$ cat src/rtl/telemetry.sv
// telemetry -- periodic UART telemetry packet transmitter.
//
// Every 2^PERIOD_BITS clocks the battery, current and torque A2D results are
// snapshotted and sent as one packet (8N1, LSB first, idle high):
//   AA 55 {0,batt[11:8]} batt[7:0] {0,curr[11:8]} curr[7:0]
//         {0,torque[11:8]} torque[7:0]
// Bytes are sent back to back with no gap between them.
//
// Build option:
//   TELEMETRY_CHKSUM_EN  when defined, a 9th byte is appended: the inverse of
//                        the mod-256 sum of the six payload bytes.
//
// Ports:
//   clk      system clock
//   rst_n    asynchronous active-low reset
//   batt     battery voltage A2D result (12 bit)
//   curr     motor current A2D result (12 bit)
//   torque   pedal torque A2D result (12 bit)
//   TX       UART serial output, driven from a flop
//   tx_busy  high while a packet is being shifted out
//
// state | meaning
// ------+------------------------------------------------------------
// IDLE  | line idle high, waiting for the period tick
// START | start bit (TX=0) of the current byte
// DATA  | data bits 0..7 of the current byte
// STOP  | stop bit (TX=1); next byte's START or IDLE after the last byte

module telemetry #(
  parameter int BAUD_DIV    = 2604,
  parameter int PERIOD_BITS = 20
) (
  input  logic        clk,
  input  logic        rst_n,
  input  logic [11:0] batt,
  input  logic [11:0] curr,
  input  logic [11:0] torque,
  output logic        TX,
  output logic        tx_busy
);

`ifdef TELEMETRY_CHKSUM_EN
  localparam int NBYTES = 9;
`else
  localparam int NBYTES = 8;
`endif

  localparam logic [3:0]  LAST_BYTE = 4'(NBYTES - 1);
  localparam logic [11:0] BAUD_LAST = 12'(BAUD_DIV - 1);

  typedef enum logic [1:0] {IDLE, START, DATA, STOP} state_t;

  state_t                 state_q, state_d;
  logic [PERIOD_BITS-1:0] period_q, period_d;
  logic [11:0]            baud_q, baud_d;
  logic [2:0]             bit_q, bit_d;
  logic [3:0]             byte_q, byte_d;
  logic [11:0]            batt_q, batt_d;
  logic [11:0]            curr_q, curr_d;
  logic [11:0]            torque_q, torque_d;
  logic                   tx_q, tx_d;
  logic                   busy_q, busy_d;

  logic                   tick;
  logic                   baud_done;
  logic [7:0]             cur_byte;

  assign tick      = &period_q;
  assign baud_done = (baud_q == BAUD_LAST);

`ifdef TELEMETRY_CHKSUM_EN
  logic [7:0] chksum;
  logic [7:0] sum;
  assign sum = {4'h0, batt_q[11:8]}   + batt_q[7:0]
             + {4'h0, curr_q[11:8]}   + curr_q[7:0]
             + {4'h0, torque_q[11:8]} + torque_q[7:0];
  assign chksum = ~sum;
`endif

  // Byte selected by the byte index; only the snapshot feeds the packet.
  always_comb begin
    cur_byte = 8'h00;
    case (byte_q)
      4'd0: cur_byte = 8'hAA;
      4'd1: cur_byte = 8'h55;
      4'd2: cur_byte = {4'h0, batt_q[11:8]};
      4'd3: cur_byte = batt_q[7:0];
      4'd4: cur_byte = {4'h0, curr_q[11:8]};
      4'd5: cur_byte = curr_q[7:0];
      4'd6: cur_byte = {4'h0, torque_q[11:8]};
      4'd7: cur_byte = torque_q[7:0];
`ifdef TELEMETRY_CHKSUM_EN
      4'd8: cur_byte = chksum;
`endif
      default: cur_byte = 8'h00;
    endcase
  end

  // TX is set one state ahead so the line level is always a flop output and
  // each level lasts exactly BAUD_DIV clocks.
  always_comb begin
    state_d  = state_q;
    period_d = period_q + 1'b1;
    baud_d   = baud_q;
    bit_d    = bit_q;
    byte_d   = byte_q;
    batt_d   = batt_q;
    curr_d   = curr_q;
    torque_d = torque_q;
    tx_d     = tx_q;
    busy_d   = busy_q;

    case (state_q)
      IDLE: begin
        if (tick) begin
          batt_d   = batt;
          curr_d   = curr;
          torque_d = torque;
          state_d  = START;
          baud_d   = 12'd0;
          bit_d    = 3'd0;
          byte_d   = 4'd0;
          tx_d     = 1'b0;
          busy_d   = 1'b1;
        end
      end
      START: begin
        if (baud_done) begin
          baud_d  = 12'd0;
          bit_d   = 3'd0;
          state_d = DATA;
          tx_d    = cur_byte[0];
        end else begin
          baud_d = baud_q + 12'd1;
        end
      end
      DATA: begin
        if (baud_done) begin
          baud_d = 12'd0;
          if (bit_q == 3'd7) begin
            bit_d   = 3'd0;
            state_d = STOP;
            tx_d    = 1'b1;
          end else begin
            bit_d = bit_q + 3'd1;
            tx_d  = cur_byte[bit_q + 3'd1];
          end
        end else begin
          baud_d = baud_q + 12'd1;
        end
      end
      STOP: begin
        if (baud_done) begin
          baud_d = 12'd0;
          if (byte_q == LAST_BYTE) begin
            byte_d  = 4'd0;
            state_d = IDLE;
            tx_d    = 1'b1;
            busy_d  = 1'b0;
          end else begin
            byte_d  = byte_q + 4'd1;
            state_d = START;
            tx_d    = 1'b0;
          end
        end else begin
          baud_d = baud_q + 12'd1;
        end
      end
      default: begin
        state_d = IDLE;
        tx_d    = 1'b1;
        busy_d  = 1'b0;
      end
    endcase
  end

  always_ff @(posedge clk or negedge rst_n) begin
    if (!rst_n) begin
      state_q  <= IDLE;
      period_q <= '0;
      baud_q   <= 12'd0;
      bit_q    <= 3'd0;
      byte_q   <= 4'd0;
      batt_q   <= 12'd0;
      curr_q   <= 12'd0;
      torque_q <= 12'd0;
      tx_q     <= 1'b1;
      busy_q   <= 1'b0;
    end else begin
      state_q  <= state_d;
      period_q <= period_d;
      baud_q   <= baud_d;
      bit_q    <= bit_d;
      byte_q   <= byte_d;
      batt_q   <= batt_d;
      curr_q   <= curr_d;
      torque_q <= torque_d;
      tx_q     <= tx_d;
      busy_q   <= busy_d;
    end
  end

  assign TX      = tx_q;
  assign tx_busy = busy_q;

endmodule
$ cat config.mk
export PLATFORM = sky130hd
export DESIGN_NAME = telemetry
export DESIGN_NICKNAME = d
export VERILOG_FILES = /design/src/rtl/telemetry.sv
export SDC_FILE = /design/constraint.sdc
export NUM_CORES = 1
export LEC_CHECK = 0
export CAP_MARGIN = 20
export CORE_MARGIN = 2
export CORE_UTILIZATION = 45
export DETAILED_ROUTE_END_ITERATION = 12
export GPL_TIMING_DRIVEN = 0
export PLACE_DENSITY = 0.65
export REMOVE_ABC_BUFFERS = 1
export SYNTH_ARGS = -nofsm -noshare
export SYNTH_HDL_FRONTEND = slang
export SYNTH_SLANG_ARGS = --single-unit
$ cat constraint.sdc
create_clock -name clk -period 3.44 [get_ports clk]
set_clock_uncertainty 0.1 [all_clocks]
set_input_delay 0.688 -clock clk [delete_from_list [all_inputs] [get_ports clk]]
set_output_delay 0.688 -clock clk [all_outputs]
set_load 0.01 [all_outputs]
**Word level (Yosys, flattened, before mapping)**

Index checks and enable logic that the tools add are counted.

- Logic and storage cells: 78
- Bits of input ports: 38
- Register bits: 79
- Output and inout bits: 2

- Magnitude comparators: 1
- $add $sub $neg: 4
- Eq/ne operators: 18
- Mux-type cells: 33
- Reductions and logical operators: 12

Operator list:

| operator | count |
|---|---|
| one-hot mux 8 bit (8 select lines) | 1 |
| two-way mux 12 bit | 2 |
| one-hot mux 12 bit (2 select lines) | 1 |
| AND reduction 21 bit | 1 |
| adder 20 x 1 -> 20 bit (second input constant) | 1 |
| AND reduction 20 bit | 1 |
| == test 4 x 3 -> 1 bit (second input constant) | 4 |
| adder 12 x 1 -> 12 bit (second input constant) | 1 |
| == test 12 bit (second input constant) | 1 |
| two-way mux 3 bit | 4 |
| two-way mux 4 bit | 3 |
| inequality test 2 bit (second input constant) | 6 |
| AND reduction 4 bit | 3 |
| two-way mux 1 bit | 11 |
| two-way mux 2 bit | 5 |
| one-hot mux 3 bit (3 select lines) | 1 |
| == test 4 x 2 -> 1 bit (second input constant) | 2 |
| one-hot mux 2 bit (4 select lines) | 1 |
| one-hot mux 4 bit (2 select lines) | 1 |
| AND reduction 5 bit | 1 |
| adder 4 x 1 -> 4 bit (second input constant) | 1 |
| == test 2 bit (second input constant) | 2 |
| == test 4 x 1 -> 1 bit (second input constant) | 1 |
| logical NOT 4 bit | 1 |
| 12 further kinds | 12 |

**Depth between registers and ports, before layout**

Gate-level depths: netlist of the first run.

- Depth in word-level cells: 7
- Depth in mapped cells: 9
- Depth with buffers taken out: 8

**Worst setup path after synthesis of the first run**

No wires, ideal clock.

- Path type: register to register
- Start point: register period_q[0]
- End point: register batt_q[0]
- Clock period less this slack: 2,050 ps
- Arrival time: 1,823 ps
- Path slack: 1,390 ps
- Path buffers: 2
- Stages on the path, launching flop included: 8
- Data required time: 3,212 ps
- Library setup time: 128 ps
- Cell sequence: dfrtp_1 ha_1 and2_1 and4_1 buf_2 nand4_4 buf_2 mux2_1

- Longest elaborated chain between the ends: 1

Ends and longest elaborated chain:

| element | RTL line | text |
|---|---|---|
| start, declared | 54 | `logic [PERIOD_BITS-1:0] period_q, period_d;` |
| start signal, assigned | 191 | `period_q <= period_d;` |
| AND reduction 21 bit (no line) | -- |  |
| end signal, assigned | 195 | `batt_q <= batt_d;` |
| end, declared | 58 | `logic [11:0] batt_q, batt_d;` |

No other way between the ends.
A chain may end at the register's enable or synchronous reset.

**Final worst setup path of the first run**

- Start point: register period_q[0]
- End point: register curr_q[8]

- Longest elaborated chain between the ends: 1

Ends and longest elaborated chain:

| element | RTL line | text |
|---|---|---|
| AND reduction 21 bit (no line) | -- |  |
| end signal, assigned | 196 | `curr_q <= curr_d;` |
| end, declared | 59 | `logic [11:0] curr_q, curr_d;` |

No other way between the ends.

==> impl_metrics.json, run 1 <==
{
  "syn_area_mm2": 0.003970,
  "synth-edff-count": 0,
  "maxCapViolCount": 0,
  "post_route_cells_drive_above_1_share_pct": 8.458,
  "synth_compound_area_share_pct": 12.76,
  "status": "finished, final reports clean",
  "synthSimpleGateAreaFrac_pct": 15.22,
  "cp_top_family": "simple AND/OR/NAND/NOR gates",
  "setup_viol": 0,
  "setup_tns_ns": 0,
  "ys_warn_count": 0,
  "synthDistinctLibCells": 57,
  "cpMaxStageDelayCell": "nand4_4",
  "crit_required_ns": 3.57,
  "cp-end-kind": "register",
  "maxSlewViolCount": 0,
  "crit_chain": "ha_1, and2_1, and4_1, nand4_4, mux2_1",
  "nets": 448,
  "vias_per_cell": 5.512,
  "vias": 2811,
  "fp.dieW_um": 97.93,
  "cts_resized": 0,
  "worst_slack_ns": 0.8579,
  "drc": 0,
  "placed_cell_area_mm2": 0.004443,
  "pwr-share-comb_pct": 4.4,
  "yosysSeqAreaShare_pct": 49.83,
  "crit_path_max_incr_delay_ns": 0.60,
  "r2r-start": "period_q[0]",
  "crit_buf_inv": 0,
  "hold_viol": 0,
  "ctsHoldBuffers": 0,
  "row_count": 34,
  "ioPinCount": 40,
  "critical_path.max_fanout": 37,
  "diodes": 0,
  "synthFlopType": "dfrtp_1",
  "worst_slew_pin_slew_ns": 0.7313,
  "p_per_area_mw_per_mm2": 396.3,
  "grt_max_degree": 45,
  "wirelength_um": 7921,
  "rsz0062_at_grt": "false",
  "cts_made_buffers": 9,
  "synth-xor-area-share_pct": 4.192,
  "initial_utilization_pct": 45.97,
  "antenna_found_initial": 0,
  "cp-start-kind": "register",
  "ys_ff_latch": 79,
  "swShare_pct": 19.91,
  "post-route-util_pct": 54.20,
  "cts_tree": "built",
  "seqPwrFrac_pct": 51.8,
  "min-delay-path-class": "primary input to asynchronous set/reset pin",
  "async_reset_ff_share_pct": 100.0,
  "clk_pin_slew_ns": 0.08,
  "total_power_mw": 1.855,
  "drt_iter0_drc": 113,
  "clk_latency_ns": 0.35,
  "place.gp.congestion": 0.8510,
  "place_worst_setup_slack_ns": 0.7982,
  "leakage_nw": 1.961,
  "synthMuxAreaShare_pct": 10.72,
  "placeableCoreArea_mm2": 0.008636,
  "instances_no_fill": 510,
  "cts_buffer_depth": 2,
  "clock-sinks": 79,
  "grt-ovfl-total": 0,
  "die_area_mm2": 0.009589,
  "htreeDepth": 3,
  "grt_use_total_pct": 17.52,
  "avgSynthCellArea_um2": 11.00,
  "ir_worst_vdd_mv": 0.2574,
  "synth_cells": 361,
  "whs_ns": 0.1892,
  "p_clk_share_pct": 43.8,
  "finish.instance_area_mm2": 0.004681,
  "wire_per_inst_um": 15.53,
  "synth_top_cell_area_share_pct": 49.16,
  "dr.pass1.iters": 5,
  "period_minus_slack_ns": 2.582,
  "dp_cells": 494,
  "power.internal_mw": 1.486,
  "port_buffers": 39,
  "synthAdderAreaFrac_pct": 4.097,
  "cp-startpoint": "period_q[0]",
  "rr_worst_depth": 5,
  "ant_nets": 0,
  "period_share_pct": 75.06,
  "synth_top_cell_by_area": "dfrtp_1",
  "dp_hpwl_um": 5544,
  "slew_headroom_pct": 51.25,
  "crit_type": "register to register",
  "worstPathArrival_ns": 2.71,
  "p_switching_mw": 0.3693,
  "die_height_um": 97.93,
  "synth_area_leaders": "dfrtp_1 49%, mux2_1 8.2%, ha_1 4.1%, xnor2_1 3.1%, nand2_1 3.0%",
  "postCtsSetupBuffers": 0,
  "max_freq_mhz": 387.3,
  "cts-root-buf": "clkbuf_8",
  "syn2layout_area_growth_pct": 17.90,
  "worstSetupPathDepth": 5,
  "synth_top_family_by_area": "simple AND/OR/NAND/NOR gates",
  "grt_pass1_vias": 2769,
  "grt_pass1_wl_um": 13590
}
==> cell usage after synthesis, types with 2 or more instances <==
library cell / count
a22o_1: 3
o21a_1: 2
mux2_2: 7
o21ai_0: 9
o311ai_0: 2
dfrtp_1: 78
inv_1: 13
mux2_1: 29
clkbuf_1: 5
and4_1: 4
nand2b_1: 3
a221oi_1: 2
a31oi_1: 3
and3_1: 8
nor2b_1: 4
o31ai_2: 3
nand2_1: 32
a22oi_1: 6
nor4b_1: 2
o21ai_1: 15
a21o_1: 3
ha_1: 13
nand3_1: 22
a21oi_1: 10
xor2_1: 5
nand4_1: 5
nor2_1: 18
buf_2: 8
a222oi_1: 2
xnor2_1: 14
nor3_1: 3
mux2i_1: 2
and2_1: 2
==> layout by cell type, fill, tap and decap left out, drive strengths merged, types with 2 or more instances in the layout <==
| master | Yosys | layout |
|---|---|---|
| nor2 | 18 | 18 |
| o311ai | 2 | 2 |
| a211oi | 2 | 2 |
| a21o | 3 | 3 |
| bufinv | 0 | 3 |
| clkbuf | 5 | 11 |
| a221oi | 2 | 2 |
| nand3 | 22 | 22 |
| a31oi | 4 | 4 |
| xnor2 | 14 | 14 |
| mux2 | 36 | 36 |
| a22oi | 6 | 6 |
| o31ai | 4 | 4 |
| nor3 | 4 | 4 |
| xor2 | 5 | 5 |
| mux2i | 2 | 2 |
| o21ai | 24 | 24 |
| clkdlybuf4s50 | 0 | 38 |
| a21oi | 10 | 10 |
| inv | 13 | 13 |
| nor4b | 2 | 2 |
| o21a | 2 | 2 |
| nand2b | 3 | 3 |
| a222oi | 2 | 2 |
| a22o | 3 | 3 |
| nand4 | 6 | 6 |
| and4 | 4 | 4 |
| dfrtp | 78 | 78 |
| nor2b | 4 | 4 |
| ha | 13 | 13 |
| nand2 | 32 | 32 |
| and2 | 2 | 2 |
| buf | 10 | 2 |
| and3 | 8 | 8 |
==> layer usage <==
metal	vias to the layer above	GRT usage (%)	wire length, um	part of all wire (%)
met3	8	3.865	321	4.1
li1	1376	-	-	-
met5	-	0	0	0
met1	1385	24.78	3881	49
met2	42	26.77	3616	46
met4	0	6.090	101	1.3
==> sequential cells by signal, summed over array words and instances, names as in the netlist <==
name,count
curr_q,12
period_q,20
torque_q,12
bit_q,3
baud_q,12
TX,1
state_q,2
tx_busy,1
byte_q,4
batt_q,12
==> final timing paths <==
| kind | end | slack, ns |
|---|---|---|
| worst max-delay path | curr_q[8] | 0.86 |
| worst min-delay path | curr_q[5] | 0.19 |
| worst max register to register | curr_q[8] | 0.86 |
| worst min register to register | period_q[0] | 0.37 |
| max in group asynchronous | period_q[17] | 2.48 |
| min in group clk | period_q[0] | 0.37 |
==> power groups by stage <==
stage          Sequential, mW  Clock, mW  Combinational, mW
6_report                0.961      0.812             0.0816
5_1_grt                 0.963      0.874             0.0915
4_1_cts                 0.961      0.837             0.0844
3_5_place_dp            0.979          0             0.0839
3_3_place_gp            0.979          0             0.0788
2_1_floorplan           0.975          0             0.0172
==> cell type report <==
| cell class | instances | area [um^2] |
|---|---|---|
| sequential | 79 | 1978 |
| tap | 108 | 135.1 |
| multi-input combinational | 254 | 1866 |
| timing repair buffer | 40 | 415.4 |
| inverter | 13 | 48.80 |
| clock buffer | 11 | 131.4 |
| fill | 768 | 3955 |
| clock inverter | 5 | 106.4 |
==> cell families (layout without fill, tap and decap cells) <==
logic type | after synthesis | in the layout
DFF | 79 | 79
xor gates and xnor gates | 19 | 19
AOI/OAI and AO/OA | 71 | 71
buffers and inverters | 28 | 69
and+or+nand+nor | 113 | 113
adders and majority gates | 13 | 13
muxes | 38 | 38
(Power assumes the default switching activity.)
==> run 2, diff against run 1 <==
Clock period 3.44 ns to 2.7 ns, I/O delays scaled along.
==> run 2 against run 1 <==
Sequential share of layout area decreased by 0.21 points. Clock power increased by 28%. Setup slack got worse by 0.64 ns. Final cell count increased by 0.20%. Sequential cell count unchanged. Global-route usage unchanged. Power increased by 28%. Sequential power increased by 27%. Core utilization increased by 0.28 points. Critical path type unchanged. Critical endpoint is now curr_q[3].
==> impl_metrics.json, run 2 (same netlist as run 1, synthesis figures left out) <==
{
  "min-delay-path-class": "primary input to asynchronous set/reset pin",
  "maxCapViolCount": 0,
  "period_share_pct": 91.94,
  "p_switching_mw": 0.4732,
  "cts_made_buffers": 9,
  "postCtsSetupBuffers": 0,
  "setup_viol": 0,
  "max_freq_mhz": 402.8,
  "dr.pass1.iters": 4,
  "vias_per_cell": 5.540,
  "hold_viol": 0,
  "drt_iter0_drc": 100,
  "largest_register_ffs": 20,
  "syn2layout_area_growth_pct": 18.50,
  "grt_max_degree": 45,
  "place.gp.congestion": 0.8510,
  "crit_chain": "and4_1, and4_1, nand4_2, mux2_1",
  "placeableCoreArea_mm2": 0.008636,
  "leakage_nw": 1.976,
  "drc": 0,
  "final_common_cell": "dfrtp_1",
  "initial_utilization_pct": 45.97,
  "slew_headroom_pct": 53.99,
  "status": "finished, final reports clean",
  "fp.dieW_um": 97.93,
  "antenna_found_initial": 0,
  "ir_worst_vdd_mv": 0.3277,
  "cp-start-kind": "register",
  "grt-ovfl-total": 0,
  "wirelength_um": 8188,
  "clk_pin_slew_ns": 0.08,
  "cp_common_cell": "and4_1",
  "dp_hpwl_um": 5544,
  "crit_buf_inv": 0,
  "crit_type": "register to register",
  "regArea_mm2": 0.001978,
  "diodes": 0,
  "p_per_area_mw_per_mm2": 503.0,
  "port_buffers": 39,
  "ioPinCount": 40,
  "die_area_mm2": 0.009589,
  "finish.instance_area_mm2": 0.004705,
  "setup_tns_ns": 0,
  "cp-end-kind": "register",
  "crit_path_max_incr_delay_ns": 0.60,
  "grt_pass1_wl_um": 13590,
  "power.internal_mw": 1.893,
  "whs_ns": 0.03960,
  "post_route_cells_drive_above_1_share_pct": 9.181,
  "cp_top_family": "simple AND/OR/NAND/NOR gates",
  "p_clk_share_pct": 43.8,
  "maxSlewViolCount": 0,
  "final_cell_mix": "78 x dfrtp_1, 38 x clkdlybuf4s50_1, 32 x nand2_1",
  "multi_input_area_mm2": 0.001889,
  "crit_required_ns": 2.84,
  "placed_cell_area_mm2": 0.004443,
  "pwr-share-comb_pct": 4.4,
  "regMostFlops": "period_q",
  "swShare_pct": 20.00,
  "critical_path.max_fanout": 18,
  "htreeDepth": 3,
  "vias": 2831,
  "cts-root-buf": "clkbuf_8",
  "clock-sinks": 79,
  "period_minus_slack_ns": 2.482,
  "rsz0062_at_grt": "false",
  "row_count": 34,
  "cts_tree": "built",
  "seqPwrFrac_pct": 51.7,
  "clk_latency_ns": 0.35,
  "ant_nets": 0,
  "cpMaxStageDelayCell": "nand4_2",
  "die_height_um": 97.93,
  "worst_slew_pin_slew_ns": 0.6902,
  "cts_buffer_depth": 2,
  "grt_pass1_vias": 2769,
  "wire_per_inst_um": 16.02,
  "nets": 449,
  "grt_use_total_pct": 17.52,
  "num-fill-cells": 765,
  "worstPathArrival_ns": 2.62
}
-- run 2: cell count changes in the layout (fill, tap and decap cells not counted), sizes merged --
| cell | change |
|---|---|
| nand4 | +1 |
-- run 2: per-stage QoR --
step | setup WS [ns] | total power, mW | util (%) | std cells
floorplan | 0.4863 | 1.265 | - | 346
global placement | -1.824 | 1.347 | 51.16 | 493
detailed placement | 0.05815 | 1.355 | 51.45 | 494
CTS | 0.02958 | 2.398 | 54.20 | 510
global route | 0.02239 | 2.458 | 54.48 | 511
finish | 0.2176 | 2.366 | 54.48 | 511
-- run 2: power by group through the flow --
stage	sequential [mW]	combinational [mW]	clock, mW
finish	1.22	0.104	1.04
global route	1.23	0.117	1.11
CTS	1.22	0.108	1.07
detailed placement	1.25	0.107	0
global placement	1.25	0.100	0
floorplan	1.24	0.0220	0
-- run 2: cell type report --
| type | instances | area share, % |
|---|---|---|
| clock buffers | 11 | 2.793 |
| clock inverters | 5 | 2.261 |
| inverters | 13 | 1.037 |
| multi-input cells | 255 | 40.16 |
| flip-flops and latches | 79 | 42.05 |
| well taps | 108 | 2.872 |
| repair buffers | 40 | 8.830 |
-- run 2: repair_timing --
| action | in CTS | in global routing |
|---|---|---|
| hold buffers | 0 | 0 |
| setup endpoints to repair | 0 | 33 |
| gates resized for setup | 0 | 3 |
-- run 2: path summary, 6_finish.rpt --
check | end | depth (start not counted) | slack, ns | startpoint
max in group asynchronous | byte_q[3] | 2 | 1.89 | rst_n
min in group clk | period_q[0] | 1 | 0.37 | period_q[0]
worst max register to register | curr_q[3] | 4 | 0.22 | period_q[10]
worst min register to register | period_q[0] | 1 | 0.37 | period_q[0]
worst max-delay path | curr_q[3] | 4 | 0.22 | period_q[10]
worst min-delay path | curr_q[5] | 1 | 0.04 | rst_n
-- run 2: routing by layer --
metal  GRT usage, %  wire, um  share of wire [%]
met1          24.78      3982                 49
met2          26.77      3810                 47
met3          3.865       294                3.6
met4          6.090       100                1.2
met5              0         0                  0
==> run 3, diff against run 2 <==
Settings changed: HOLD_SLACK_MARGIN from default to 0.06.
==> run 3 against run 2 <==
Power about the same. Sequential cell count unchanged. Global-route usage about the same. Combinational power about the same. Critical path type unchanged. Critical endpoint unchanged. Largest power group unchanged. Highest routed layer unchanged.
==> impl_metrics.json, run 3 (same netlist as run 1, synthesis figures left out) <==
{
  "status": "finished, final reports clean",
  "setup_viol": 0,
  "dr.pass1.iters": 4,
  "ioPinCount": 40,
  "critical_path.max_fanout": 18,
  "cts_made_buffers": 9,
  "clock-sinks": 79,
  "crit_chain": "and4_1, and4_1, nand4_2, mux2_1",
  "place.gp.congestion": 0.8510,
  "cpMaxStageDelayCell": "nand4_2",
  "initial_utilization_pct": 45.97,
  "cts_tree": "built",
  "vias": 2869,
  "maxCapViolCount": 0,
  "cp_common_cell": "and4_1",
  "rsz0062_at_grt": "false",
  "seqPwrFrac_pct": 51.7,
  "wirelength_um": 8210,
  "finish.instance_area_mm2": 0.004715,
  "grt_pass1_vias": 2781,
  "final_cell_mix": "78 x dfrtp_1, 38 x clkdlybuf4s50_1, 32 x nand2_1",
  "fp.dieW_um": 97.93,
  "diodes": 0,
  "p_per_area_mw_per_mm2": 502.4,
  "place_worst_setup_slack_ns": 0.05815,
  "maxSlewViolCount": 0,
  "r2r-start": "period_q[10]",
  "crit_type": "register to register",
  "post-route-util_pct": 54.59,
  "crit_buf_inv": 0,
  "grt-ovfl-total": 0,
  "postCtsSetupBuffers": 0,
  "period_share_pct": 91.74,
  "die_height_um": 97.93,
  "die_area_mm2": 0.009589,
  "largest_register_ffs": 20,
  "placeableCoreArea_mm2": 0.008636,
  "dp_hpwl_um": 5544,
  "total_power_mw": 2.368,
  "crit_required_ns": 2.84,
  "met2_length_um": 3824,
  "period_minus_slack_ns": 2.477,
  "ant_nets": 0,
  "min_from": "period_q[0]",
  "port_buffers": 39,
  "instances_no_fill": 512,
  "ir_worst_vdd_mv": 0.3275,
  "row_count": 34,
  "syn2layout_area_growth_pct": 18.75,
  "cp-startpoint": "period_q[10]",
  "cp-start-kind": "register",
  "wl_met3_um": 290,
  "cp_top_family": "simple AND/OR/NAND/NOR gates",
  "grt_use_total_pct": 17.56,
  "slew_headroom_pct": 54.00,
  "max_freq_mhz": 403.7,
  "pwr-share-comb_pct": 4.4,
  "drc": 0,
  "post_route_cells_drive_above_1_share_pct": 9.158,
  "worst_slew_pin_slew_ns": 0.6900,
  "cp-end-kind": "register",
  "highest_layer": "met4",
  "clk_pin_slew_ns": 0.08,
  "grt_max_degree": 45,
  "p_switching_mw": 0.4746,
  "cts-root-buf": "clkbuf_8",
  "wl_met1_um": 3994,
  "worstPathArrival_ns": 2.61,
  "nets": 450,
  "p_clk_share_pct": 43.9,
  "htreeDepth": 3,
  "cts_buffer_depth": 2,
  "antenna_found_initial": 0,
  "placed_cell_area_mm2": 0.004443,
  "final_common_cell": "dfrtp_1",
  "dp_cells": 494,
  "worst_slack_ns": 0.2230,
  "grt_pass1_wl_um": 13610,
  "hold_viol": 0,
  "power.internal_mw": 1.894,
  "swShare_pct": 20.04,
  "crit_path_max_incr_delay_ns": 0.60,
  "drt_iter0_drc": 100,
  "leakage_nw": 1.980,
  "wire_per_inst_um": 16.04,
  "regMostFlops": "period_q",
  "vias_per_cell": 5.604,
  "min-delay-path-class": "register to register",
  "clk_latency_ns": 0.35
}
-- run 3: power by group through the flow --
stage | registers, mW | logic (mW) | clock network, mW
after floorplan | 1.24 | 0.0220 | 0
after global placement | 1.25 | 0.100 | 0
after detailed placement | 1.25 | 0.107 | 0
after CTS | 1.22 | 0.109 | 1.07
after global routing | 1.23 | 0.118 | 1.11
final | 1.22 | 0.105 | 1.04
-- run 3: worst register-to-register path: stages (launching register included) --
cell and delay, ns:
dfrtp_1 0.41, and4_1 0.27, and4_1 0.46, nand4_2 0.60, mux2_1 0.53
-- run 3: what timing repair did --
action	CTS	global route
endpoints found under the setup margin	0	33
resized for setup	0	3
hold endpoints to repair	9	0
hold buffers	1	0
-- run 3: per-stage QoR --
step	TNS (ns)	hold slack [ns]
after floorplan	0	0.1444
after global placement	-142.74	0.3547
after detailed placement	0	0.3624
after CTS	0	0.3781
after global routing	0	0.3889
final	0	0.3722
-- run 3: area by class of cell --
type | count | area, um^2
fill | 764 | 3921
multi-input combinational | 255 | 1889
tap | 108 | 135.1
timing repair buffer | 41 | 425.4
clock inverter | 5 | 106.4
inverter | 13 | 48.80
sequential | 79 | 1978
clock buffer | 11 | 131.4
-- run 3: layer usage --
metal  vias up  global-route usage (%)
li1       1384                       -
met3         8                   3.865
met4         0                   6.090
met2        58                   26.87
met1      1419                   24.78
met5         -                       0
-- run 3: path summary, 6_finish.rpt --
kind	end	depth (start not counted)	slack (ns)
min	period_q[0]	1	0.37
min in group asynchronous	curr_q[5]	2	0.58
max in group asynchronous	period_q[0]	3	1.35
min reg2reg	period_q[0]	1	0.37
max reg2reg	curr_q[3]	4	0.22
max	curr_q[3]	4	0.22
